File: src/rtl/sccb_reg_console_pkg.sv
// Shared types and constants for the SCCB register console.
// Holds the FSM state encoding, the default OV7670 address and the button bit map.
package sccb_console_pkg;

    typedef enum logic [2:0] {
        IDLE    = 3'd0,
        W_CMD   = 3'd1,
        W_ADDR  = 3'd2,
        W_VAL   = 3'd3,
        R_CMD_W = 3'd4,
        R_ADDR  = 3'd5,
        R_CMD_R = 3'd6,
        R_WAIT  = 3'd7
    } state_e;

    localparam logic [6:0] OV7670_ADDR = 7'h21;

    localparam int NUM_BTN = 5;
    localparam int BTN_L   = 0;
    localparam int BTN_R   = 1;
    localparam int BTN_U   = 2;
    localparam int BTN_D   = 3;
    localparam int BTN_C   = 4;

endpackage

File: src/rtl/sccb_reg_console_if.sv
// Command and data streams between the console and the i2c master.
// The console is the master side; the i2c core is the slave side.
interface sccb_reg_console_if;

    logic [6:0] s_axis_cmd_address;
    logic       s_axis_cmd_start;
    logic       s_axis_cmd_read;
    logic       s_axis_cmd_write;
    logic       s_axis_cmd_write_multiple;
    logic       s_axis_cmd_stop;
    logic       s_axis_cmd_valid;
    logic       s_axis_cmd_ready;

    logic [7:0] s_axis_data_tdata;
    logic       s_axis_data_tvalid;
    logic       s_axis_data_tready;
    logic       s_axis_data_tlast;

    logic [7:0] m_axis_data_tdata;
    logic       m_axis_data_tvalid;
    logic       m_axis_data_tready;
    logic       m_axis_data_tlast;

    modport master (
        output s_axis_cmd_address, s_axis_cmd_start, s_axis_cmd_read,
               s_axis_cmd_write, s_axis_cmd_write_multiple, s_axis_cmd_stop,
               s_axis_cmd_valid,
        input  s_axis_cmd_ready,
        output s_axis_data_tdata, s_axis_data_tvalid, s_axis_data_tlast,
        input  s_axis_data_tready,
        input  m_axis_data_tdata, m_axis_data_tvalid, m_axis_data_tlast,
        output m_axis_data_tready
    );

    modport slave (
        input  s_axis_cmd_address, s_axis_cmd_start, s_axis_cmd_read,
               s_axis_cmd_write, s_axis_cmd_write_multiple, s_axis_cmd_stop,
               s_axis_cmd_valid,
        output s_axis_cmd_ready,
        input  s_axis_data_tdata, s_axis_data_tvalid, s_axis_data_tlast,
        output s_axis_data_tready,
        output m_axis_data_tdata, m_axis_data_tvalid, m_axis_data_tlast,
        input  m_axis_data_tready
    );

endinterface

File: src/rtl/sccb_reg_console_btn_release_detect.sv
// Per-bit release detector: one-cycle pulse when a button goes from pressed to released.
module btn_release_detect #(
    parameter int N = 5
) (
    input  logic         clk,
    input  logic         reset,
    input  logic [N-1:0] btn_i,
    output logic [N-1:0] release_o
);

    logic [N-1:0] prev_q;

    always_ff @(posedge clk) begin
        if (reset) begin
            prev_q <= '0;
        end else begin
            prev_q <= btn_i;
        end
    end

    assign release_o = prev_q & ~btn_i;

endmodule

File: src/rtl/sccb_reg_console.sv
// Button console that browses OV7670 register addresses and issues SCCB writes/reads.
// state   | meaning
// IDLE    | browsing reg_addr, waiting for centre button
// W_CMD   | write command (write_multiple) offered to i2c master
// W_ADDR  | register address byte offered, more to follow
// W_VAL   | value byte offered, last of the write
// R_CMD_W | write command that sets the read pointer
// R_ADDR  | register address byte offered, last of the pointer write
// R_CMD_R | read command offered
// R_WAIT  | waiting for the returned byte
module sccb_reg_console
    import sccb_console_pkg::*;
#(
    parameter logic [6:0] DEV_ADDR       = OV7670_ADDR,
    parameter int         FINE_STEP      = 1,
    parameter int         COARSE_STEP    = 16,
    parameter int         TIMEOUT_CYCLES = 1_000_000
) (
    input  logic       clk,
    input  logic       reset,
    input  logic       dbncd_l_btn,
    input  logic       dbncd_r_btn,
    input  logic       dbncd_u_btn,
    input  logic       dbncd_d_btn,
    input  logic       dbncd_c_btn,
    input  logic [8:0] switches,
    output logic [7:0] reg_addr,
    output logic [7:0] rd_data,
    output logic       rd_valid,
    output logic       busy,
    output logic       err,
    sccb_reg_console_if.master i2c
);

    localparam int               CNT_W    = $clog2(TIMEOUT_CYCLES);
    localparam logic [CNT_W-1:0] CNT_LOAD = CNT_W'(TIMEOUT_CYCLES - 1);
    localparam logic [CNT_W-1:0] CNT_ONE  = CNT_W'(1);
    localparam logic [7:0]       FINE     = 8'(FINE_STEP);
    localparam logic [7:0]       COARSE   = 8'(COARSE_STEP);

    state_e           state_q, state_d;
    logic [CNT_W-1:0] cnt_q, cnt_d;
    logic [7:0]       reg_addr_q, reg_addr_d;
    logic [7:0]       txn_addr_q, txn_addr_d;
    logic [7:0]       txn_val_q, txn_val_d;
    logic [7:0]       rd_data_q, rd_data_d;
    logic             rd_valid_q, rd_valid_d;
    logic             err_q, err_d;

    logic [NUM_BTN-1:0] btn_raw, btn_rel;

    logic       cmd_valid, cmd_read, cmd_wm;
    logic       dat_valid, dat_last, rsp_ready;
    logic [7:0] dat_data;
    logic       cmd_hs, dat_hs, rsp_hs, tmo;
    logic       unused_rsp_last;

    assign btn_raw[BTN_L] = dbncd_l_btn;
    assign btn_raw[BTN_R] = dbncd_r_btn;
    assign btn_raw[BTN_U] = dbncd_u_btn;
    assign btn_raw[BTN_D] = dbncd_d_btn;
    assign btn_raw[BTN_C] = dbncd_c_btn;

    btn_release_detect #(.N(NUM_BTN)) u_release (
        .clk       (clk),
        .reset     (reset),
        .btn_i     (btn_raw),
        .release_o (btn_rel)
    );

    always_ff @(posedge clk) begin
        if (reset) begin
            state_q <= IDLE;
            cnt_q   <= '0;
        end else begin
            state_q <= state_d;
            cnt_q   <= cnt_d;
        end
    end

    assign cmd_hs = cmd_valid & i2c.s_axis_cmd_ready;
    assign dat_hs = dat_valid & i2c.s_axis_data_tready;
    assign rsp_hs = rsp_ready & i2c.m_axis_data_tvalid;
    assign tmo    = (state_q != IDLE) && (cnt_q == '0);

    always_comb begin
        state_d = state_q;
        unique case (state_q)
            IDLE:    if (btn_rel[BTN_C]) state_d = switches[8] ? R_CMD_W : W_CMD;
            W_CMD:   if (cmd_hs) state_d = W_ADDR;
            W_ADDR:  if (dat_hs) state_d = W_VAL;
            W_VAL:   if (dat_hs) state_d = IDLE;
            R_CMD_W: if (cmd_hs) state_d = R_ADDR;
            R_ADDR:  if (dat_hs) state_d = R_CMD_R;
            R_CMD_R: if (cmd_hs) state_d = R_WAIT;
            R_WAIT:  if (rsp_hs) state_d = IDLE;
            default: state_d = IDLE;
        endcase
        // Abort wins over a handshake landing on the same cycle.
        if (tmo) state_d = IDLE;
    end

    // Down-counter reloads on every state change; hitting zero means the state overstayed.
    always_comb begin
        if (state_d != state_q) begin
            cnt_d = (state_d == IDLE) ? '0 : CNT_LOAD;
        end else if (state_q != IDLE) begin
            cnt_d = cnt_q - CNT_ONE;
        end else begin
            cnt_d = '0;
        end
    end

    always_comb begin
        cmd_valid = 1'b0;
        cmd_read  = 1'b0;
        cmd_wm    = 1'b0;
        dat_valid = 1'b0;
        dat_data  = '0;
        dat_last  = 1'b0;
        rsp_ready = 1'b0;
        unique case (state_q)
            W_CMD, R_CMD_W: begin
                cmd_valid = 1'b1;
                cmd_wm    = 1'b1;
            end
            R_CMD_R: begin
                cmd_valid = 1'b1;
                cmd_read  = 1'b1;
            end
            W_ADDR: begin
                dat_valid = 1'b1;
                dat_data  = txn_addr_q;
            end
            W_VAL: begin
                dat_valid = 1'b1;
                dat_data  = txn_val_q;
                dat_last  = 1'b1;
            end
            R_ADDR: begin
                dat_valid = 1'b1;
                dat_data  = txn_addr_q;
                dat_last  = 1'b1;
            end
            R_WAIT:  rsp_ready = 1'b1;
            default: ;
        endcase
    end

    always_comb begin
        reg_addr_d = reg_addr_q;
        txn_addr_d = txn_addr_q;
        txn_val_d  = txn_val_q;
        rd_data_d  = rd_data_q;
        rd_valid_d = rd_valid_q;
        err_d      = err_q;
        if (state_q == IDLE) begin
            if (btn_rel[BTN_C]) begin
                txn_addr_d = reg_addr_q;
                txn_val_d  = switches[7:0];
                err_d      = 1'b0;
                if (switches[8]) rd_valid_d = 1'b0;
            end else if (btn_rel[BTN_U]) begin
                reg_addr_d = reg_addr_q + COARSE;
            end else if (btn_rel[BTN_D]) begin
                reg_addr_d = reg_addr_q - COARSE;
            end else if (btn_rel[BTN_R]) begin
                reg_addr_d = reg_addr_q + FINE;
            end else if (btn_rel[BTN_L]) begin
                reg_addr_d = reg_addr_q - FINE;
            end
        end
        if (tmo) begin
            err_d = 1'b1;
        end else if (rsp_hs) begin
            rd_data_d  = i2c.m_axis_data_tdata;
            rd_valid_d = 1'b1;
        end
    end

    always_ff @(posedge clk) begin
        if (reset) begin
            reg_addr_q <= '0;
            txn_addr_q <= '0;
            txn_val_q  <= '0;
            rd_data_q  <= '0;
            rd_valid_q <= 1'b0;
            err_q      <= 1'b0;
        end else begin
            reg_addr_q <= reg_addr_d;
            txn_addr_q <= txn_addr_d;
            txn_val_q  <= txn_val_d;
            rd_data_q  <= rd_data_d;
            rd_valid_q <= rd_valid_d;
            err_q      <= err_d;
        end
    end

    assign reg_addr = reg_addr_q;
    assign rd_data  = rd_data_q;
    assign rd_valid = rd_valid_q;
    assign busy     = (state_q != IDLE);
    assign err      = err_q;

    assign i2c.s_axis_cmd_address        = DEV_ADDR;
    assign i2c.s_axis_cmd_start          = cmd_valid;
    assign i2c.s_axis_cmd_stop           = cmd_valid;
    assign i2c.s_axis_cmd_read           = cmd_read;
    assign i2c.s_axis_cmd_write          = 1'b0;
    assign i2c.s_axis_cmd_write_multiple = cmd_wm;
    assign i2c.s_axis_cmd_valid          = cmd_valid;
    assign i2c.s_axis_data_tdata         = dat_data;
    assign i2c.s_axis_data_tvalid        = dat_valid;
    assign i2c.s_axis_data_tlast         = dat_last;
    assign i2c.m_axis_data_tready        = rsp_ready;

    // Reads are always single-byte, so the returned tlast carries no information.
    assign unused_rsp_last = i2c.m_axis_data_tlast;

endmodule

File: src/flat_wrapper.sv
// flat-port wrapper written by rule: the top's interface ports become plain ports
module sccb_reg_console_flat import sccb_console_pkg::*;
#(
    parameter logic [6:0] DEV_ADDR       = OV7670_ADDR,
    parameter int         FINE_STEP      = 1,
    parameter int         COARSE_STEP    = 16,
    parameter int         TIMEOUT_CYCLES = 1_000_000
)
  (clk, reset, dbncd_l_btn, dbncd_r_btn, dbncd_u_btn, dbncd_d_btn, dbncd_c_btn, switches, reg_addr, rd_data, rd_valid, busy, err, i2c_s_axis_cmd_address, i2c_s_axis_cmd_start, i2c_s_axis_cmd_read, i2c_s_axis_cmd_write, i2c_s_axis_cmd_write_multiple, i2c_s_axis_cmd_stop, i2c_s_axis_cmd_valid, i2c_s_axis_cmd_ready, i2c_s_axis_data_tdata, i2c_s_axis_data_tvalid, i2c_s_axis_data_tlast, i2c_s_axis_data_tready, i2c_m_axis_data_tdata, i2c_m_axis_data_tvalid, i2c_m_axis_data_tlast, i2c_m_axis_data_tready);
  sccb_reg_console_if i2c_i ();
  input  logic clk;
  input  logic reset;
  input  logic dbncd_l_btn;
  input  logic dbncd_r_btn;
  input  logic dbncd_u_btn;
  input  logic dbncd_d_btn;
  input  logic dbncd_c_btn;
  input  logic [8:0] switches;
  output logic [7:0] reg_addr;
  output logic [7:0] rd_data;
  output logic rd_valid;
  output logic busy;
  output logic err;
  output wire logic [$bits(i2c_i.s_axis_cmd_address)-1:0] i2c_s_axis_cmd_address;
  output wire logic [$bits(i2c_i.s_axis_cmd_start)-1:0] i2c_s_axis_cmd_start;
  output wire logic [$bits(i2c_i.s_axis_cmd_read)-1:0] i2c_s_axis_cmd_read;
  output wire logic [$bits(i2c_i.s_axis_cmd_write)-1:0] i2c_s_axis_cmd_write;
  output wire logic [$bits(i2c_i.s_axis_cmd_write_multiple)-1:0] i2c_s_axis_cmd_write_multiple;
  output wire logic [$bits(i2c_i.s_axis_cmd_stop)-1:0] i2c_s_axis_cmd_stop;
  output wire logic [$bits(i2c_i.s_axis_cmd_valid)-1:0] i2c_s_axis_cmd_valid;
  input wire logic [$bits(i2c_i.s_axis_cmd_ready)-1:0] i2c_s_axis_cmd_ready;
  output wire logic [$bits(i2c_i.s_axis_data_tdata)-1:0] i2c_s_axis_data_tdata;
  output wire logic [$bits(i2c_i.s_axis_data_tvalid)-1:0] i2c_s_axis_data_tvalid;
  output wire logic [$bits(i2c_i.s_axis_data_tlast)-1:0] i2c_s_axis_data_tlast;
  input wire logic [$bits(i2c_i.s_axis_data_tready)-1:0] i2c_s_axis_data_tready;
  input wire logic [$bits(i2c_i.m_axis_data_tdata)-1:0] i2c_m_axis_data_tdata;
  input wire logic [$bits(i2c_i.m_axis_data_tvalid)-1:0] i2c_m_axis_data_tvalid;
  input wire logic [$bits(i2c_i.m_axis_data_tlast)-1:0] i2c_m_axis_data_tlast;
  output wire logic [$bits(i2c_i.m_axis_data_tready)-1:0] i2c_m_axis_data_tready;
  assign i2c_s_axis_cmd_address = i2c_i.s_axis_cmd_address;
  assign i2c_s_axis_cmd_start = i2c_i.s_axis_cmd_start;
  assign i2c_s_axis_cmd_read = i2c_i.s_axis_cmd_read;
  assign i2c_s_axis_cmd_write = i2c_i.s_axis_cmd_write;
  assign i2c_s_axis_cmd_write_multiple = i2c_i.s_axis_cmd_write_multiple;
  assign i2c_s_axis_cmd_stop = i2c_i.s_axis_cmd_stop;
  assign i2c_s_axis_cmd_valid = i2c_i.s_axis_cmd_valid;
  assign i2c_i.s_axis_cmd_ready = i2c_s_axis_cmd_ready;
  assign i2c_s_axis_data_tdata = i2c_i.s_axis_data_tdata;
  assign i2c_s_axis_data_tvalid = i2c_i.s_axis_data_tvalid;
  assign i2c_s_axis_data_tlast = i2c_i.s_axis_data_tlast;
  assign i2c_i.s_axis_data_tready = i2c_s_axis_data_tready;
  assign i2c_i.m_axis_data_tdata = i2c_m_axis_data_tdata;
  assign i2c_i.m_axis_data_tvalid = i2c_m_axis_data_tvalid;
  assign i2c_i.m_axis_data_tlast = i2c_m_axis_data_tlast;
  assign i2c_m_axis_data_tready = i2c_i.m_axis_data_tready;
  sccb_reg_console #(.DEV_ADDR(DEV_ADDR), .FINE_STEP(FINE_STEP), .COARSE_STEP(COARSE_STEP), .TIMEOUT_CYCLES(TIMEOUT_CYCLES)) u_core (.clk(clk), .reset(reset), .dbncd_l_btn(dbncd_l_btn), .dbncd_r_btn(dbncd_r_btn), .dbncd_u_btn(dbncd_u_btn), .dbncd_d_btn(dbncd_d_btn), .dbncd_c_btn(dbncd_c_btn), .switches(switches), .reg_addr(reg_addr), .rd_data(rd_data), .rd_valid(rd_valid), .busy(busy), .err(err), .i2c(i2c_i));
endmodule
File: config.mk
export PLATFORM = sky130hd
export DESIGN_NAME = sccb_reg_console_flat
export DESIGN_NICKNAME = d
export VERILOG_FILES = /design/src/rtl/sccb_reg_console_pkg.sv /design/src/rtl/sccb_reg_console_if.sv /design/src/rtl/sccb_reg_console_btn_release_detect.sv /design/src/rtl/sccb_reg_console.sv /design/src/flat_wrapper.sv
export SDC_FILE = /design/constraint.sdc
export NUM_CORES = 1
export LEC_CHECK = 0
export ABC_AREA = 1
export BUFFER_PORTS_ARGS = -buffer_cell sky130_fd_sc_hd__clkbuf_2
export CELL_PAD_IN_SITES_DETAIL_PLACEMENT = 1
export CELL_PAD_IN_SITES_GLOBAL_PLACEMENT = 2
export CORE_MARGIN = 2
export CORE_UTILIZATION = 30
export CTS_CLUSTER_DIAMETER = 30
export DETAILED_ROUTE_END_ITERATION = 12
export PLACE_DENSITY_LB_ADDON = 0.1
export SLEW_MARGIN = 20
export SYNTH_ARGS = -nofsm -noshare
export SYNTH_HDL_FRONTEND = slang
export SYNTH_HIERARCHICAL = 1
export SYNTH_SLANG_ARGS = --single-unit
File: constraint.sdc
create_clock -name clk -period 2.2 [get_ports clk]
set_input_delay 0.33 -clock clk [delete_from_list [all_inputs] [get_ports clk]]
set_output_delay 0.33 -clock clk [all_outputs]
set_load 0.01 [all_outputs]
==> impl_metrics.ini, run 1 <==
[run_status]
status = complete, no violations

[worst_setup_path]
cp_max_fo = 11
crit_arrival_ps = 1710
start_kind = flop
crit_slowest_cell = dfxtp_1
crit_type = reg -> out
cp_cell_sequence = buf_4 -> nand3_1 -> and2_1 -> buf_4 -> o22ai_1 -> clkbuf_2
required_ps = 1870
crit_top_cell = buf_4
max_stage_delay_ps = 300
crit_path_end_kind = output pin

[drt]
drc_errors = 0
num_vias = 3314
drtAntennaViolNets = 0
firstDrtPassIters = 4
wl_met3_um = 315
drt_iter0_drc = 109
met1_length_um = 4780
wl_um = 9680
top_layer = met4
wl_met2_um = 4440
via_per_inst = 4.65
wl_per_cell_um = 13.6

[clock_tree]
h-tree-depth = 3
clk_latency_ps = 330
postCtsHoldBufs = 0
cts_buffer_depth = 2
cts_buffers = 9
clkTransAtPathRegs_ps = 50
clock_sinks = 62
cts_tree = built
cts_root_buffer = clkbuf_16

[place]
gp_congestion = 0.750
port_buffers = 61
dp_hpwl_um = 7330

[final_layout]
nNetsFinal = 607
fin_util = 0.394
syn_to_final_growth_pct = 26.6
drive_gt1_frac = 0.220
final_common_cell = nor2_1
antennaDiodeCount = 0
mostFrequentLayoutCells = nor2_1, inv_1, nand2_1

[yosys]
synth_area_leaders = dfxtp_1, nor2_1, inv_1
yosys_warnings = 6
syn_inst = 487
netlist_area_um2 = 3420
ys_seq_area_frac = 0.363
synth_top_area_cell = dfxtp_1
yosys.cell_types.count = 38
syn_area_per_cell_um2 = 7.02
synth-seq-cells = 62
synth_top_area_frac = 0.363

[grt]
grt_pass1_wl_um = 16400
antenna_found_initial = 0
grt.overflow.total = 0
grt_max_degree = 24
grt_usage = 0.164
grt_pass1_vias = 3349

[sta]
finClkSkew_ps = 3.60
post-route-period-util = 0.928
hold_viol = 0
maxSlewViolCount = 0
fin_tns_setup_ps = 0
finalSetupViolCount = 0
timing.fmax_mhz = 490
fin_crit_ps = 2040
rsz0062_at_grt = false

[die]
die_h_um = 111
die-area_um2 = 12300
core_area_um2 = 11000
placementRows = 38
ios = 71
die_w_um = 111
initial_core_util = 0.311

[power_and_ir_drop]
max-vdd-ir-drop_v = 0.000342
p_per_area_nw_per_um2 = 992
p_total_mw = 4.29
p_leak_nw = 2.19

[job]
maxCapViolations = 0

[min_path]
hp-class = in -> reg
-- logic make-up after synthesis --
logic type	after synthesis	share of synthesized area
DFF	62	0.363
and+or+nand+nor	209	0.283
adders and majority gates	10	0.0388
xor gates and xnor gates	20	0.0513
buffers and inverters	97	0.125
AOI/OAI and AO/OA	87	0.136
other	2	0.00220
-- worst paths after layout --
path                                                end  slack, ps  depth (start not counted)                              from
setup / recovery               i2c_s_axis_data_tdata[7]        160                          6      u_core/state_q[0]$_SDFF_PP0_
hold / removal    u_core/u_release/prev_q[1]$_SDFF_PP0_        200                          3                       dbncd_r_btn
setup reg to reg            u_core/cnt_q[18]$_SDFF_PP0_        180                         13        u_core/cnt_q[0]$_SDFF_PP0_
hold reg to reg        u_core/txn_val_q[3]$_SDFFE_PP0P_        450                          2  u_core/txn_val_q[3]$_SDFFE_PP0P_
-- cells in the mapped netlist --
master / number
nor3b_1: 1
buf_4: 12
a21o_1: 1
xnor2_1: 7
ha_1: 9
fa_1: 1
clkbuf_1: 8
a21boi_0: 1
o21ai_2: 1
nand3_1: 32
a21oi_1: 37
nand2_4: 1
nand3_4: 1
a22o_1: 1
nand4_1: 7
nand4_4: 1
o21ai_0: 35
a31o_2: 1
buf_2: 2
nor4_1: 1
buf_6: 2
inv_2: 3
nor2_2: 3
conb_1: 2
and2_1: 1
o22ai_1: 8
nor2_4: 4
inv_1: 70
dfxtp_1: 62
xor2_1: 13
a31oi_1: 1
nand2_1: 68
nor3_1: 7
nand3b_1: 4
and3b_1: 1
nand2_2: 5
o21bai_1: 1
nor2_1: 72
-- routing by layer --
metal,global-route usage,up-vias
li1,-,1705
met1,0.220,1550
met2,0.260,47
met3,0.0350,12
met4,0.0600,0
met5,0,-
-- layout make-up --
cell class	instances	area, um^2
Clock buffer	12	267
Multi-Input combinational cell	334	1780
Timing Repair Buffer	89	541
Tap cell	140	175
Sequential cell	62	1240
Clock inverter	3	42.5
Fill cell	1442	6660
Inverter	73	274
-- repair_timing --
action                                  in CTS  in global routing
hold endpoints to repair                     0                  0
pin swaps                                    0                  1
endpoints found under the setup margin       2                 19
resized for setup                            1                  4
setup buffers                                0                  2
-- through the flow --
step                      setup slack, ps  hold slack [ps]  std cells  instance area [um^2]
final                                 159              200        713                  4330
after global routing                 7.41              215        713                  4330
after detailed placement             53.5              449        696                  3990
after floorplan                       253              401        493                  3440
after CTS                            83.6              190        711                  4300
after global placement                103              439        696                  3990
-- flip-flops by register name, indices dropped and copies added, names as in the netlist --
register	count
u_core/rd_data	8
u_core/state_q	3
u_core/err	1
u_core/rd_valid	1
u_core/txn_val_q	8
u_core/u_release/prev_q	5
u_core/txn_addr_q	8
u_core/cnt_q	20
u_core/reg_addr	8
-- worst max-delay path, delay by kind of cell, from the launching register on --
kind	cells	cell delay, ps
buf+inv	3	550
simple gates	2	380
flops	1	300
compound gates	1	140
-- power by group --
group | internal [mW] | leakage [nW] | total [mW] | switching [mW]
logic | 0.629 | 1.54 | 1.51 | 0.882
registers | 1.22 | 0.506 | 1.31 | 0.0834
clock network | 0.961 | 0.151 | 1.47 | 0.510
Note: power is estimated with default switching activity, not from simulation.
==> run 2: changes to the inputs <==
Settings changed: RECOVER_POWER set to 25.
==> run 2 against run 1 <==
Against the previous run:
- sequential cell count unchanged
- critical path type unchanged
- combinational power about the same
- first-iteration DRC count unchanged
- sequential power about the same
- maximum frequency about the same
- die area unchanged
- total power decreased by 0.27%
==> impl_metrics.ini, run 2 (same netlist as run 1, synthesis figures left out) <==
[run_status]
status = complete, no violations

[clock_tree]
h-tree-depth = 3
postCtsHoldBufs = 0
clkTransAtPathRegs_ps = 50
cts_root_buffer = clkbuf_16
cts_tree = built
cts_buffers = 9
cts_buffer_depth = 2
clock_sinks = 62
clk_latency_ps = 330

[job]
maxCapViolations = 0

[sta]
rsz0062_at_grt = false
tightest_slew_ps = 554
fin_crit_ps = 2040
timing.fmax_mhz = 490
fin_ws_ps = 158
maxSlewViolCount = 0
post-route-period-util = 0.928
finClkSkew_ps = 3.68
finalSetupViolCount = 0
relSlewSlack = 0.630
fin_tns_setup_ps = 0
hold_viol = 0

[final_layout]
regMostFlops = u_core/cnt_q
multiInputGateArea_um2 = 1780
mostFrequentLayoutCells = nor2_1, inv_1, nand2_1
syn_to_final_growth_pct = 25.5
nNetsFinal = 607
regArea_um2 = 1240
fillers = 1445
antennaDiodeCount = 0
largest_reg_flops = 20
final_common_cell = nor2_1
fin_util = 0.390
stdcell_count = 713
drive_gt1_frac = 0.185

[die]
core_area_um2 = 11000
die_h_um = 111
die_w_um = 111
initial_core_util = 0.311
placementRows = 38
ios = 71
die-area_um2 = 12300

[grt]
grt.overflow.total = 0
grt_pass1_vias = 3349
grt_usage = 0.164
grt_pass1_wl_um = 16400
antenna_found_initial = 0
grt_max_degree = 24

[drt]
drtAntennaViolNets = 0
wl_per_cell_um = 13.7
firstDrtPassIters = 4
via_per_inst = 4.66
wl_um = 9750
num_vias = 3321
drc_errors = 0
drt_iter0_drc = 109

[place]
port_buffers = 61
dpl.cell_count = 696
post-place-ws_ps = 53.5
dp_hpwl_um = 7330
gp_congestion = 0.750

[worst_setup_path]
crit_path_end_kind = output pin
reg2regPathDepth = 13
crit_type = reg -> out
crit_arrival_ps = 1710
start_kind = flop
cp_cell_sequence = buf_4 -> nand3_1 -> and2_1 -> buf_4 -> o22ai_1 -> clkbuf_2
crit_top_cell = buf_4
required_ps = 1870
cp_max_fo = 11
crit_slowest_cell = dfxtp_1
max_stage_delay_ps = 300

[power_and_ir_drop]
p_per_area_nw_per_um2 = 998
p_total_mw = 4.28
p_leak_nw = 2.12
max-vdd-ir-drop_v = 0.000341

[min_path]
hp-class = in -> reg
min_delay_path_depth = 3
run 2: critical path, delay by kind of cell (launching register included):
family	cells	cell delay [ps]
compound gates	1	140
buf+inv	3	550
flops	1	300
simple gates	2	380
run 2: timing repair:
action,in CTS,in global routing
gates cloned,0,0
buffers inserted,0,2
pin swaps,0,1
resized for setup,1,4
setup endpoints to repair,2,19
run 2: stage by stage:
step / cell area, um^2 / hold WS (ps)
2_1_floorplan: 3440 / 401
3_3_place_gp: 3990 / 439
3_5_place_dp: 3990 / 449
4_1_cts: 4300 / 190
5_1_grt: 4290 / 215
6_report: 4290 / 199
run 2: report_power, final:
| group | leakage [nW] | total, mW | internal [mW] | switching [mW] |
|---|---|---|---|---|
| clock | 0.151 | 1.47 | 0.961 | 0.510 |
| combinational | 1.47 | 1.50 | 0.616 | 0.883 |
| sequential | 0.506 | 1.31 | 1.22 | 0.0833 |
run 2: path summary, 6_finish.rpt:
path,startpoint,to,slack [ps]
min reg2reg,u_core/txn_val_q[3]$_SDFFE_PP0P_,u_core/txn_val_q[3]$_SDFFE_PP0P_,450
max reg2reg,u_core/cnt_q[0]$_SDFF_PP0_,u_core/cnt_q[18]$_SDFF_PP0_,190
max,u_core/state_q[0]$_SDFF_PP0_,i2c_s_axis_data_tdata[7],160
min,dbncd_r_btn,u_core/u_release/prev_q[1]$_SDFF_PP0_,200
run 2: routing by layer:
| metal | GRT usage | part of all wire | wire (um) | up-vias |
|---|---|---|---|---|
| li1 | - | - | - | 1704 |
| met5 | 0 | 0 | 0 | - |
| met3 | 0.0350 | 0.033 | 325 | 12 |
| met1 | 0.220 | 0.50 | 4830 | 1558 |
| met2 | 0.260 | 0.46 | 4440 | 47 |
| met4 | 0.0600 | 0.015 | 148 | 0 |
run 2: final cells by class:
cell class,instances,area share
repair buffers,89,0.117
flip-flops and latches,62,0.290
clock inverters,3,0.00992
inverters,73,0.0639
clock buffers,12,0.0622
well taps,140,0.0409
multi-input cells,334,0.416
==> run 3: changes to the inputs <==
==> constraint.sdc (replaced) <==
create_clock -name clk -period 2.2 [get_ports clk]
set_input_delay 0 -clock clk [delete_from_list [all_inputs] [get_ports clk]]
set_output_delay 0 -clock clk [all_outputs]
set_load 0.01 [all_outputs]
==> run 3 against run 2 <==
Against the previous run:
- non-clock buffer count increased by 14
- setup slack improved by 31 ps
- clock skew increased by 2.3 ps
- hold slack got worse by 190 ps
- sequential share of layout area decreased by 0.93 points
- die area unchanged
- sequential power about the same
- largest power group unchanged
==> impl_metrics.ini, run 3 (same netlist as run 1, synthesis figures left out) <==
[run_status]
status = complete, no violations

[worst_setup_path]
crit_path_end_kind = flop
cp_num_buf_inv = 1
crit_arrival_ps = 2270
max_stage_delay_ps = 310
crit_type = reg -> reg
cp_cell_sequence = inv_1 -> ha_1 -> nand2_2 -> nor2_4 -> nand4_4 -> nand2_2 -> nand2_1 -> nand2_1 -> nand2_1 -> nor2_4 -> nand2_2 -> nor2_1
crit_slowest_cell = dfxtp_1
required_ps = 2460
start_kind = flop
cp_max_fo = 9
crit_family = simple AND/OR/NAND/NOR gates

[power_and_ir_drop]
p_sw_mw = 1.49
max-vdd-ir-drop_v = 0.000521
comb_power_share = 0.357
power_frac_clock = 0.335
p_per_area_nw_per_um2 = 956
swShare = 0.351
seq_power_share = 0.309
p_leak_nw = 2.16
internal-power_mw = 2.75

[die]
die-area_um2 = 12300
placementRows = 38
core_area_um2 = 11000
die_w_um = 111
die_h_um = 111
initial_core_util = 0.311
ios = 71

[drt]
drt_iter0_drc = 105
drtAntennaViolNets = 0
firstDrtPassIters = 4
drc_errors = 0
wl_per_cell_um = 13.7
wl_um = 9970
num_vias = 3345
via_per_inst = 4.60

[final_layout]
largest_reg_flops = 20
fin_util = 0.404
regMostFlops = u_core/cnt_q
nNetsFinal = 621
antennaDiodeCount = 0
syn_to_final_growth_pct = 29.8
drive_gt1_frac = 0.165
final_common_cell = nor2_1
mostFrequentLayoutCells = nor2_1, inv_1, nand2_1
stdcell_count = 727

[place]
dpl.cell_count = 690
dp_hpwl_um = 7180
gp_congestion = 0.749
port_buffers = 61

[sta]
finalSetupViolCount = 0
maxSlewViolCount = 0
relSlewSlack = 0.662
fin_crit_ps = 2010
hold_viol = 0
fin_tns_setup_ps = 0
timing.fmax_mhz = 497
rsz0062_at_grt = true
post-route-period-util = 0.914
finClkSkew_ps = 5.93
tightest_slew_ps = 507

[clock_tree]
postCtsSetupBuffers = 0
clkTransAtPathRegs_ps = 50
cts_buffers = 9
clock_sinks = 62
cts_tree = built
cts_buffer_depth = 2
cts_root_buffer = clkbuf_16
clk_latency_ps = 330
h-tree-depth = 3

[grt]
grt.overflow.total = 0
grt_pass1_wl_um = 16700
antenna_found_initial = 0
grt_max_degree = 26
grt_pass1_vias = 3494
grt_usage = 0.168

[job]
maxCapViolations = 0

[min_path]
hp-class = in -> reg
run 3: layer usage:
layer | GRT usage | wire length [um] | up-vias | part of all wire
li1 | - | - | 1732 | -
met1 | 0.222 | 4890 | 1555 | 0.49
met2 | 0.273 | 4690 | 50 | 0.47
met3 | 0.0361 | 260 | 8 | 0.026
met4 | 0.0558 | 131 | 0 | 0.013
met5 | 0 | 0 | - | 0
run 3: area by class of cell:
| cell class | count | area (um^2) |
|---|---|---|
| fillers | 1394 | 6550 |
| multi-input cells | 334 | 1790 |
| flip-flops and latches | 62 | 1240 |
| repair buffers | 103 | 663 |
| inverters | 73 | 274 |
| clock buffers | 11 | 243 |
| well taps | 140 | 175 |
| clock inverters | 4 | 47.5 |
run 3: stage by stage:
stage	total power [mW]	cell area (um^2)	setup slack [ps]	hold slack, ps
2_1_floorplan	2.41	3440	282	71.2
4_1_cts	4.31	4450	50.5	13.4
5_1_grt	4.59	4430	-22.9	30.0
3_3_place_gp	2.79	3940	135	211
6_report	4.24	4430	189	12.5
3_5_place_dp	2.82	3940	95.3	217
run 3: path summary, 6_finish.rpt:
kind | startpoint | endpoint | slack, ps | depth (start not counted)
hold / removal | reset | u_core/state_q[0]$_SDFF_PP0_ | 10 | 2
hold reg to reg | u_core/txn_val_q[5]$_SDFFE_PP0P_ | u_core/txn_val_q[5]$_SDFFE_PP0P_ | 450 | 2
setup reg to reg | u_core/cnt_q[0]$_SDFF_PP0_ | u_core/cnt_q[10]$_SDFF_PP0_ | 190 | 12
setup / recovery | u_core/cnt_q[0]$_SDFF_PP0_ | u_core/cnt_q[10]$_SDFF_PP0_ | 190 | 12
run 3: repair_timing:
action,CTS,global route
hold endpoints to repair,22,0
hold buffers,22,0
setup endpoints to repair,0,18
gates resized for setup,0,6
run 3: power by group through the flow:
stage	Sequential, mW	Combinational [mW]	Clock [mW]
after floorplan	1.33	1.08	0
after global placement	1.33	1.46	0
after detailed placement	1.33	1.49	0
after CTS	1.31	1.54	1.47
after global routing	1.32	1.74	1.53
final	1.31	1.51	1.42
